--- src/rtl/leve1_div_seq_if.sv ---
// Request/response bundle between the EX/WB pipeline (master) and the
// leve1_div_seq iterative divider (slave).
`ifndef XLEN
`define XLEN 64
`endif

// Handshake: a request transfers on a CLK edge where REQ_VALID & REQ_READY are
// both high; a response transfers on an edge where RSP_VALID & RSP_READY are
// both high. A response stays valid and unchanged until it transfers, and KILL
// discards whatever is in flight without producing a response.
interface leve1_div_seq_if #(parameter int W = `XLEN);
   logic         REQ_VALID;
   logic         REQ_READY;
   logic [1:0]   REQ_OP;
   logic         REQ_WORD;
   logic [W-1:0] REQ_RS1;
   logic [W-1:0] REQ_RS2;
   logic         KILL;
   logic         BUSY;
   logic         RSP_VALID;
   logic         RSP_READY;
   logic [W-1:0] RSP_DATA;
   logic [2:0]   DBG_STATE;

   modport master (
      output REQ_VALID, REQ_OP, REQ_WORD, REQ_RS1, REQ_RS2, KILL, RSP_READY,
      input  REQ_READY, BUSY, RSP_VALID, RSP_DATA, DBG_STATE
   );

   modport slave (
      input  REQ_VALID, REQ_OP, REQ_WORD, REQ_RS1, REQ_RS2, KILL, RSP_READY,
      output REQ_READY, BUSY, RSP_VALID, RSP_DATA, DBG_STATE
   );
endinterface

--- src/rtl/leve1_div_seq.sv ---
// Iterative restoring divider for DIV/DIVU/REM/REMU and their *W forms.
// Define LEVE_DIV_ZERO_BYPASS_EN to route divide-by-zero/overflow PREP -> FIX.
`ifndef XLEN
`define XLEN 64
`endif

module leve1_div_seq #(
   parameter int W = `XLEN
) (
   input logic              CLK,
   input logic              RST,
   leve1_div_seq_if.slave   bus
);

   localparam int CW = $clog2(W + 1);

   typedef enum logic [2:0] {
      IDLE = 3'd0,
      PREP = 3'd1,
      CALC = 3'd2,
      FIX  = 3'd3,
      DONE = 3'd4
   } state_t;

   state_t         state;
   logic [1:0]     op;
   logic           word;
   logic [W-1:0]   rs1;
   logic [W-1:0]   rs2;
   logic [W-1:0]   dividend;
   logic [W-1:0]   d_mag;
   logic [W-1:0]   q;
   logic [W-1:0]   r;
   logic           neg_q;
   logic           neg_r;
   logic           div_zero;
   logic           ovf;
   logic [CW-1:0]  cnt;
   logic           rsp_valid;
   logic [W-1:0]   rsp_data;

   // Operand conditioning, only meaningful while in PREP.
   logic           is_signed;
   logic [W-1:0]   a_ext;
   logic [W-1:0]   b_ext;
   logic [W-1:0]   min_neg;
   logic           a_neg;
   logic           b_neg;
   logic [W-1:0]   a_mag;
   logic [W-1:0]   b_mag;
   logic           zero_c;
   logic           ovf_c;

   always_comb begin
      is_signed = ~op[0];
      a_ext     = rs1;
      b_ext     = rs2;
      min_neg   = {1'b1, {(W-1){1'b0}}};
      if (word) begin
         a_ext   = is_signed ? {{(W-32){rs1[31]}}, rs1[31:0]} : {{(W-32){1'b0}}, rs1[31:0]};
         b_ext   = is_signed ? {{(W-32){rs2[31]}}, rs2[31:0]} : {{(W-32){1'b0}}, rs2[31:0]};
         min_neg = {{(W-31){1'b1}}, {31{1'b0}}};
      end
      a_neg  = is_signed & a_ext[W-1];
      b_neg  = is_signed & b_ext[W-1];
      a_mag  = a_neg ? (~a_ext + 1'b1) : a_ext;
      b_mag  = b_neg ? (~b_ext + 1'b1) : b_ext;
      zero_c = (b_ext == '0);
      ovf_c  = is_signed & (a_ext == min_neg) & (b_ext == '1);
   end

   // One restoring step: shift the next dividend bit into the partial remainder.
   logic [W:0]     rem_shift;
   logic [W:0]     diff;
   logic           fits;

   always_comb begin
      rem_shift = {r, q[W-1]};
      diff      = rem_shift - {1'b0, d_mag};
      fits      = ~diff[W];
   end

   // Sign fix-up, special-case override and word extension of the result.
   logic [W-1:0]   q_s;
   logic [W-1:0]   r_s;
   logic [W-1:0]   sel;
   logic [W-1:0]   result;

   always_comb begin
      q_s = neg_q ? (~q + 1'b1) : q;
      r_s = neg_r ? (~r + 1'b1) : r;
      sel = op[1] ? r_s : q_s;
      if (div_zero) begin
         sel = op[1] ? dividend : '1;
      end else if (ovf) begin
         sel = op[1] ? '0 : dividend;
      end
      result = word ? {{(W-32){sel[31]}}, sel[31:0]} : sel;
   end

   always_ff @(posedge CLK) begin
      if (RST) begin
         state     <= IDLE;
         op        <= 2'b00;
         word      <= 1'b0;
         rs1       <= '0;
         rs2       <= '0;
         dividend  <= '0;
         d_mag     <= '0;
         q         <= '0;
         r         <= '0;
         neg_q     <= 1'b0;
         neg_r     <= 1'b0;
         div_zero  <= 1'b0;
         ovf       <= 1'b0;
         cnt       <= '0;
         rsp_valid <= 1'b0;
         rsp_data  <= '0;
      end else if (state != IDLE && bus.KILL) begin
         state     <= IDLE;
         cnt       <= '0;
         rsp_valid <= 1'b0;
      end else begin
         case (state)
            IDLE: begin
               if (bus.REQ_VALID && !bus.KILL) begin
                  op    <= bus.REQ_OP;
                  word  <= bus.REQ_WORD;
                  rs1   <= bus.REQ_RS1;
                  rs2   <= bus.REQ_RS2;
                  state <= PREP;
               end
            end
            PREP: begin
               dividend <= a_ext;
               d_mag    <= b_mag;
               // Word operands sit in the top half so the low half ends up holding the quotient.
               q        <= word ? (a_mag << 32) : a_mag;
               r        <= '0;
               neg_q    <= a_neg ^ b_neg;
               neg_r    <= a_neg;
               div_zero <= zero_c;
               ovf      <= ovf_c;
               cnt      <= word ? CW'(32) : CW'(W);
               state    <= CALC;
`ifdef LEVE_DIV_ZERO_BYPASS_EN
               if (zero_c || ovf_c) begin
                  cnt   <= '0;
                  state <= FIX;
               end
`endif
            end
            CALC: begin
               r   <= fits ? diff[W-1:0] : rem_shift[W-1:0];
               q   <= {q[W-2:0], fits};
               cnt <= cnt - 1'b1;
               if (cnt == CW'(1)) begin
                  state <= FIX;
               end
            end
            FIX: begin
               rsp_data  <= result;
               rsp_valid <= 1'b1;
               state     <= DONE;
            end
            DONE: begin
               if (bus.RSP_READY) begin
                  rsp_valid <= 1'b0;
                  state     <= IDLE;
               end
            end
            default: begin
               rsp_valid <= 1'b0;
               state     <= IDLE;
            end
         endcase
      end
   end

   assign bus.REQ_READY = (state == IDLE) & ~bus.KILL & ~RST;
   assign bus.BUSY      = (state != IDLE);
   assign bus.RSP_VALID = rsp_valid;
   assign bus.RSP_DATA  = rsp_data;
   assign bus.DBG_STATE = state;

   a_valid_only_in_done: assert property (@(posedge CLK) disable iff (RST)
      rsp_valid |-> (state == DONE));

   a_hold_in_done: assert property (@(posedge CLK) disable iff (RST)
      (state == DONE && !bus.RSP_READY && !bus.KILL) |=> (rsp_valid && $stable(rsp_data)));

   a_calc_counter_live: assert property (@(posedge CLK) disable iff (RST)
      (state == CALC) |-> (cnt != '0));

endmodule
--- src/flat_wrapper.sv ---
// flat-port wrapper written by rule: the top's interface ports become plain ports
module leve1_div_seq_flat 
#(
   parameter int W = `XLEN
)
  (CLK, RST, bus_REQ_VALID, bus_REQ_OP, bus_REQ_WORD, bus_REQ_RS1, bus_REQ_RS2, bus_KILL, bus_RSP_READY, bus_REQ_READY, bus_BUSY, bus_RSP_VALID, bus_RSP_DATA, bus_DBG_STATE);
  leve1_div_seq_if #(.W(W)) bus_i ();
  input logic CLK;
  input logic RST;
  input wire logic [$bits(bus_i.REQ_VALID)-1:0] bus_REQ_VALID;
  input wire logic [$bits(bus_i.REQ_OP)-1:0] bus_REQ_OP;
  input wire logic [$bits(bus_i.REQ_WORD)-1:0] bus_REQ_WORD;
  input wire logic [$bits(bus_i.REQ_RS1)-1:0] bus_REQ_RS1;
  input wire logic [$bits(bus_i.REQ_RS2)-1:0] bus_REQ_RS2;
  input wire logic [$bits(bus_i.KILL)-1:0] bus_KILL;
  input wire logic [$bits(bus_i.RSP_READY)-1:0] bus_RSP_READY;
  output wire logic [$bits(bus_i.REQ_READY)-1:0] bus_REQ_READY;
  output wire logic [$bits(bus_i.BUSY)-1:0] bus_BUSY;
  output wire logic [$bits(bus_i.RSP_VALID)-1:0] bus_RSP_VALID;
  output wire logic [$bits(bus_i.RSP_DATA)-1:0] bus_RSP_DATA;
  output wire logic [$bits(bus_i.DBG_STATE)-1:0] bus_DBG_STATE;
  assign bus_i.REQ_VALID = bus_REQ_VALID;
  assign bus_i.REQ_OP = bus_REQ_OP;
  assign bus_i.REQ_WORD = bus_REQ_WORD;
  assign bus_i.REQ_RS1 = bus_REQ_RS1;
  assign bus_i.REQ_RS2 = bus_REQ_RS2;
  assign bus_i.KILL = bus_KILL;
  assign bus_i.RSP_READY = bus_RSP_READY;
  assign bus_REQ_READY = bus_i.REQ_READY;
  assign bus_BUSY = bus_i.BUSY;
  assign bus_RSP_VALID = bus_i.RSP_VALID;
  assign bus_RSP_DATA = bus_i.RSP_DATA;
  assign bus_DBG_STATE = bus_i.DBG_STATE;
  leve1_div_seq #(.W(W)) u_core (.CLK(CLK), .RST(RST), .bus(bus_i));
endmodule
--- config.mk ---
export PLATFORM = sky130hd
export DESIGN_NAME = leve1_div_seq_flat
export DESIGN_NICKNAME = d
export VERILOG_FILES = /design/src/rtl/leve1_div_seq_if.sv /design/src/rtl/leve1_div_seq.sv /design/src/flat_wrapper.sv
export SDC_FILE = /design/constraint.sdc
export NUM_CORES = 2
export LEC_CHECK = 0
export BUFFER_PORTS_ARGS = -buffer_cell sky130_fd_sc_hd__buf_4
export CELL_PAD_IN_SITES_DETAIL_PLACEMENT = 1
export CELL_PAD_IN_SITES_GLOBAL_PLACEMENT = 2
export CORE_ASPECT_RATIO = 1.75
export CORE_MARGIN = 3
export CORE_UTILIZATION = 38
export CTS_CLUSTER_DIAMETER = 150
export DETAILED_ROUTE_END_ITERATION = 10
export PLACE_DENSITY_LB_ADDON = 0.1
export REMOVE_ABC_BUFFERS = 1
export SLEW_MARGIN = 30
export SYNTH_ARGS = -nofsm -noshare
export SYNTH_HDL_FRONTEND = slang
export SYNTH_SLANG_ARGS = --single-unit
--- constraint.sdc ---
create_clock -name CLK -period 8.38 [get_ports CLK]
set_input_delay 0.419 -clock CLK [delete_from_list [all_inputs] [get_ports CLK]]
set_output_delay 0.419 -clock CLK [all_outputs]
set_load 0.02 [all_outputs]
# Word-level counts from Yosys, hierarchy flattened
# Cells that the tools add are included.
# op_classes
n_addsub,6
eq_ne,10
mux,27
bitwise_logic,17
reduce_logical,15
# op_table
op,n
$mux 64,16
$add 64x1->64 const B,4
$not 64->64,4
$pmux 64 s2,2
$sub 65x64->65,1
$eq 64x64->1,1
$eq 64x64->1 const B,1
$logic_not 64->1,1
$mux 63,1
$pmux 3 s5,1
$pmux 7 s2,1
$mux 3,3
$reduce_and 2->1,4
$eq 7x1->1 const B,1
$mux 7,1
$sub 7x1->7 const B,1
$and 1x1->1,6
$eq 3x2->1 const B,2
$not 1->1,6
$reduce_and 3->1,2
$ne 2x1->1 const B,2
$eq 3x1->1 const B,1
$eq 3x3->1 const B,1
$logic_not 3->1,1
other kinds (10),11
# word_totals
register_bits,466
inputBits,136
output_inout_bits,70

# Longest topological paths before layout
# logic_depth
depth_word,7
depth_mapped,17
depth_no_buf,14

# Worst setup path after synthesis
# No wires, ideal clock.
# synth_path
kind,register to register
from,register u_core.r[16]
to,register u_core.r[53]
setup_time_ns,0.128
t_arrival_ns,3.274
required_ns,8.252
slack_ns,4.978
path_stages_with_launch,16
synth_period_minus_slack_ns,3.402
cell_sequence,dfxtp_1 > ha_1 > a211oi_1 > nor2_1 > or3b_1 > a21boi_1 > o22ai_1 > a211oi_2 > nor4_1 > or4b_1 > nand4_1 > buf_4 > buf_6 > buf_6 > mux2i_1 > o21ai_1
# synth_between
elab_chain_cells,3
# synth_rtl
element,line_no,text
"start, declared",leve1_div_seq.sv:33,logic [W-1:0] r;
"start signal, assigned",leve1_div_seq.sv:154,r <= fits ? diff[W-1:0] : rem_shift[W-1:0];
$sub 65x64->65,leve1_div_seq.sv:79,"diff = rem_shift - {1'b0, d_mag};"
$mux 64,leve1_div_seq.sv:154,
$pmux 64 s2,leve1_div_seq.sv:124,case (state)
# Every way passes these cells.
# A chain may end at the register's enable or synchronous reset.

# Final worst setup path
# layout_path
from,register u_core.q[63]
to,register u_core.r[14]
# layout_between
elab_chain_cells,3
# layout_rtl
element,line_no,text
"start, declared",leve1_div_seq.sv:32,logic [W-1:0] q;
"start signal, assigned",leve1_div_seq.sv:138,q <= word ? (a_mag << 32) : a_mag;
"start signal, assigned",leve1_div_seq.sv:155,"q <= {q[W-2:0], fits};"
$sub 65x64->65,leve1_div_seq.sv:79,
$mux 64,leve1_div_seq.sv:154,
$pmux 64 s2,leve1_div_seq.sv:124,
# Every way passes these cells.

==> run metrics <==
count leader, synth nand2_1; Hold Fails Final Rpt 0; Area growth syn-to-layout 13.4%; crit path DAT 5.25 ns; Max Buffers Root-to-Sink 3; Worst VDD drop 0.000151 V; DRT antenna net count 0; half-perimeter wire length after placement 99.9 mm; Final #Nets 4263; Placer Congestion 0.928; 1st-iter DRT viols 1746; Final Setup Violations 0; synth cell count leaders nand2_1, dfxtp_1, a21oi_1; Congestion Overflow GR 0; peak fanout along the critical path 45; max frequency 208 MHz; CORE AREA 76500 um2; clock sink count 466; Pleak 12.7 nW; met3 Use GR 2.84%; top-area cell type share of the netlist area 31.7%; post-synth top area cell dfxtp_1; element type at the critical path end flip-flop; Post-Syn Area 29400 um2; total die area 81000 um2; Seq/Total Area, Yosys 31.7%; Worst Tran Pin Value 1.04 ns; PwrDens 211 nW/um2; GRT busiest layer met2; Tcrit/Tclk final 57.3%; Initial Utilization 38.5%; FP Rows 134; Routed WL 131 mm; Async SR Flop Fraction 0%; Hold Path Class primary input to flip-flop; # port buffers 205; Max Slew Vio Count 0; Layout Skew 0.0323 ns; Die H 374 um; EDFF count, synth 0; number of max-cap violations 0; drt pass-1 iters 5; Worst Setup Path Type flip-flop to flip-flop; hold path startpoint bus_REQ_RS1[4]; gate count of the mapped netlist 4039; grt met2 use 56.7%; slew margin rel. 30.1%; dominant synthesized flop cell dfxtp_1; CP Launch Type flip-flop; number of H-tree levels 2; width of the chip 216 um; Worst R2R Start u_core.q[63]; clk slew on worst S/H paths 0.06 ns; first-pass GRT wire length 195 mm; Ys Warns 0; synthesis-stage register bit count 466; CTS Buf Count 50; largest net degree at the start of global routing 130; RSZ-0062 raised after global routing false; CTS Root Cell clkbuf_16; CTS tree yes; crit path time final 4.80 ns; vias in the first global route 30400; Clock Latency Late Sink 0.64 ns; Core Util, Final 43.7%; I/O Pins 206; run status completed; initial antenna violation count 1; Netlist cell types 90; required time of the critical path 8.84 ns; GRT Total Usage 31.3%; GRT met1 Usage 34.4%; vias per cell 5.88; Synth Area per Inst 7.29 um2; wire length per cell 25.6 um; Worst setup startpoint u_core.q[63]; layout cells sized above 1 10.0%; Synth area leaders dfxtp_1, nand2_1, a21oi_1, xnor2_1, nor2_1; total negative slack 0 ns; DR DRC count 0; vias post-DR 30100
-- cell type report --
class | count | area [um2]
fillers | 9632 | 43100
well taps | 1020 | 1280
multi-input cells | 3163 | 18600
inverters | 106 | 398
clock inverters | 26 | 352
clock buffers | 65 | 1380
repair buffers | 268 | 2050
flip-flops and latches | 466 | 9340
diodes | 2 | 5.00
-- placed cells by master, fill, tap and decap left out, drive strengths merged, types with 54 or more instances in the layout --
master / n
o31ai: 59
nor4: 54
nor2: 365
o21ai: 300
nor3: 118
a21oi: 457
mux2i: 75
clkbuf: 65
a211oi: 98
xnor2: 163
nand2: 692
dfxtp: 466
buf: 261
ha: 71
xor2: 124
inv: 109
-- registers in the layout (all words and copies together) (netlist names) --
register and count:
u_core.rs2 64, u_core.dividend 64, u_core.cnt 7, u_core.op 2, u_core.neg_q 1, u_core.neg_r 1
u_core.bus.RSP_DATA 64, u_core.ovf 1, u_core.bus.DBG_STATE 3, u_core.d_mag 64, u_core.bus.RSP_VALID 1, u_core.word 1
u_core.r 64, u_core.rs1 64, u_core.div_zero 1, u_core.q 64
-- path summary, 6_finish.rpt --
| check | end | slack [ns] | depth (start not counted) |
|---|---|---|---|
| worst min-delay path | u_core.rs1[4] | 0.04 | 3 |
| worst min register to register | u_core.d_mag[33] | 0.46 | 2 |
| worst max register to register | u_core.r[14] | 3.58 | 15 |
| worst max-delay path | u_core.r[14] | 3.58 | 15 |
-- critical path, stage by stage (launching register included) --
cell	delay (ns)
dfxtp_1	0.45
inv_1	0.12
ha_1	0.24
fa_1	0.39
nand2b_1	0.21
a21oi_1	0.32
o21a_1	0.25
a211oi_1	0.13
o22ai_1	0.49
a211oi_2	0.19
nor4_1	0.42
o2111ai_1	0.18
nand4_1	0.15
buf_4	0.65
mux2i_1	0.27
o21ai_0	0.11
-- cell families (layout without fill, tap and decap cells) --
kind of cell,after synthesis,count (layout),share of synthesized area (%)
compound gates,1240,1240,26.1
xor+xnor,287,287,8.54
fa+ha+maj,72,72,3.09
buf+inv,410,465,5.43
flops,466,466,31.7
mux,76,76,2.59
other cells,0,2,0
simple gates,1488,1488,22.6
-- routing by layer --
metal	part of all wire, %	vias to the layer above
met5	0	-
met4	8.2	0
met3	3.1	258
met2	51	668
met1	38	14800
li1	-	14400
-- what timing repair did --
action                                 4_1_cts  5_1_grt
buffers inserted                             0        0
endpoints found under the hold margin        7        0
resized for setup                            0        0
hold buffers                                 7        0
-- power by group --
group,total [mW],internal (mW),switching (mW)
combinational,2.20,0.842,1.36
clock,2.41,1.38,1.03
sequential,2.43,2.29,0.139
-- stage by stage --
| stage | power [mW] | std cells | cell area (um2) | hold WS (ns) | setup WS (ns) |
|---|---|---|---|---|---|
| 2_1_floorplan | 4.01 | 3735 | 28200 | 0.426 | -5.74 |
| 6_report | 7.04 | 5116 | 33400 | 0.0380 | 3.58 |
| 3_5_place_dp | 4.66 | 5016 | 31600 | 0.449 | 3.61 |
| 4_1_cts | 7.10 | 5114 | 33400 | 0.00122 | 3.56 |
| 5_1_grt | 7.36 | 5114 | 33400 | 0.0216 | 3.25 |
| 3_3_place_gp | 4.65 | 5016 | 31600 | 0.439 | 3.79 |
No activity file was read; power rests on OpenSTA's default activity.
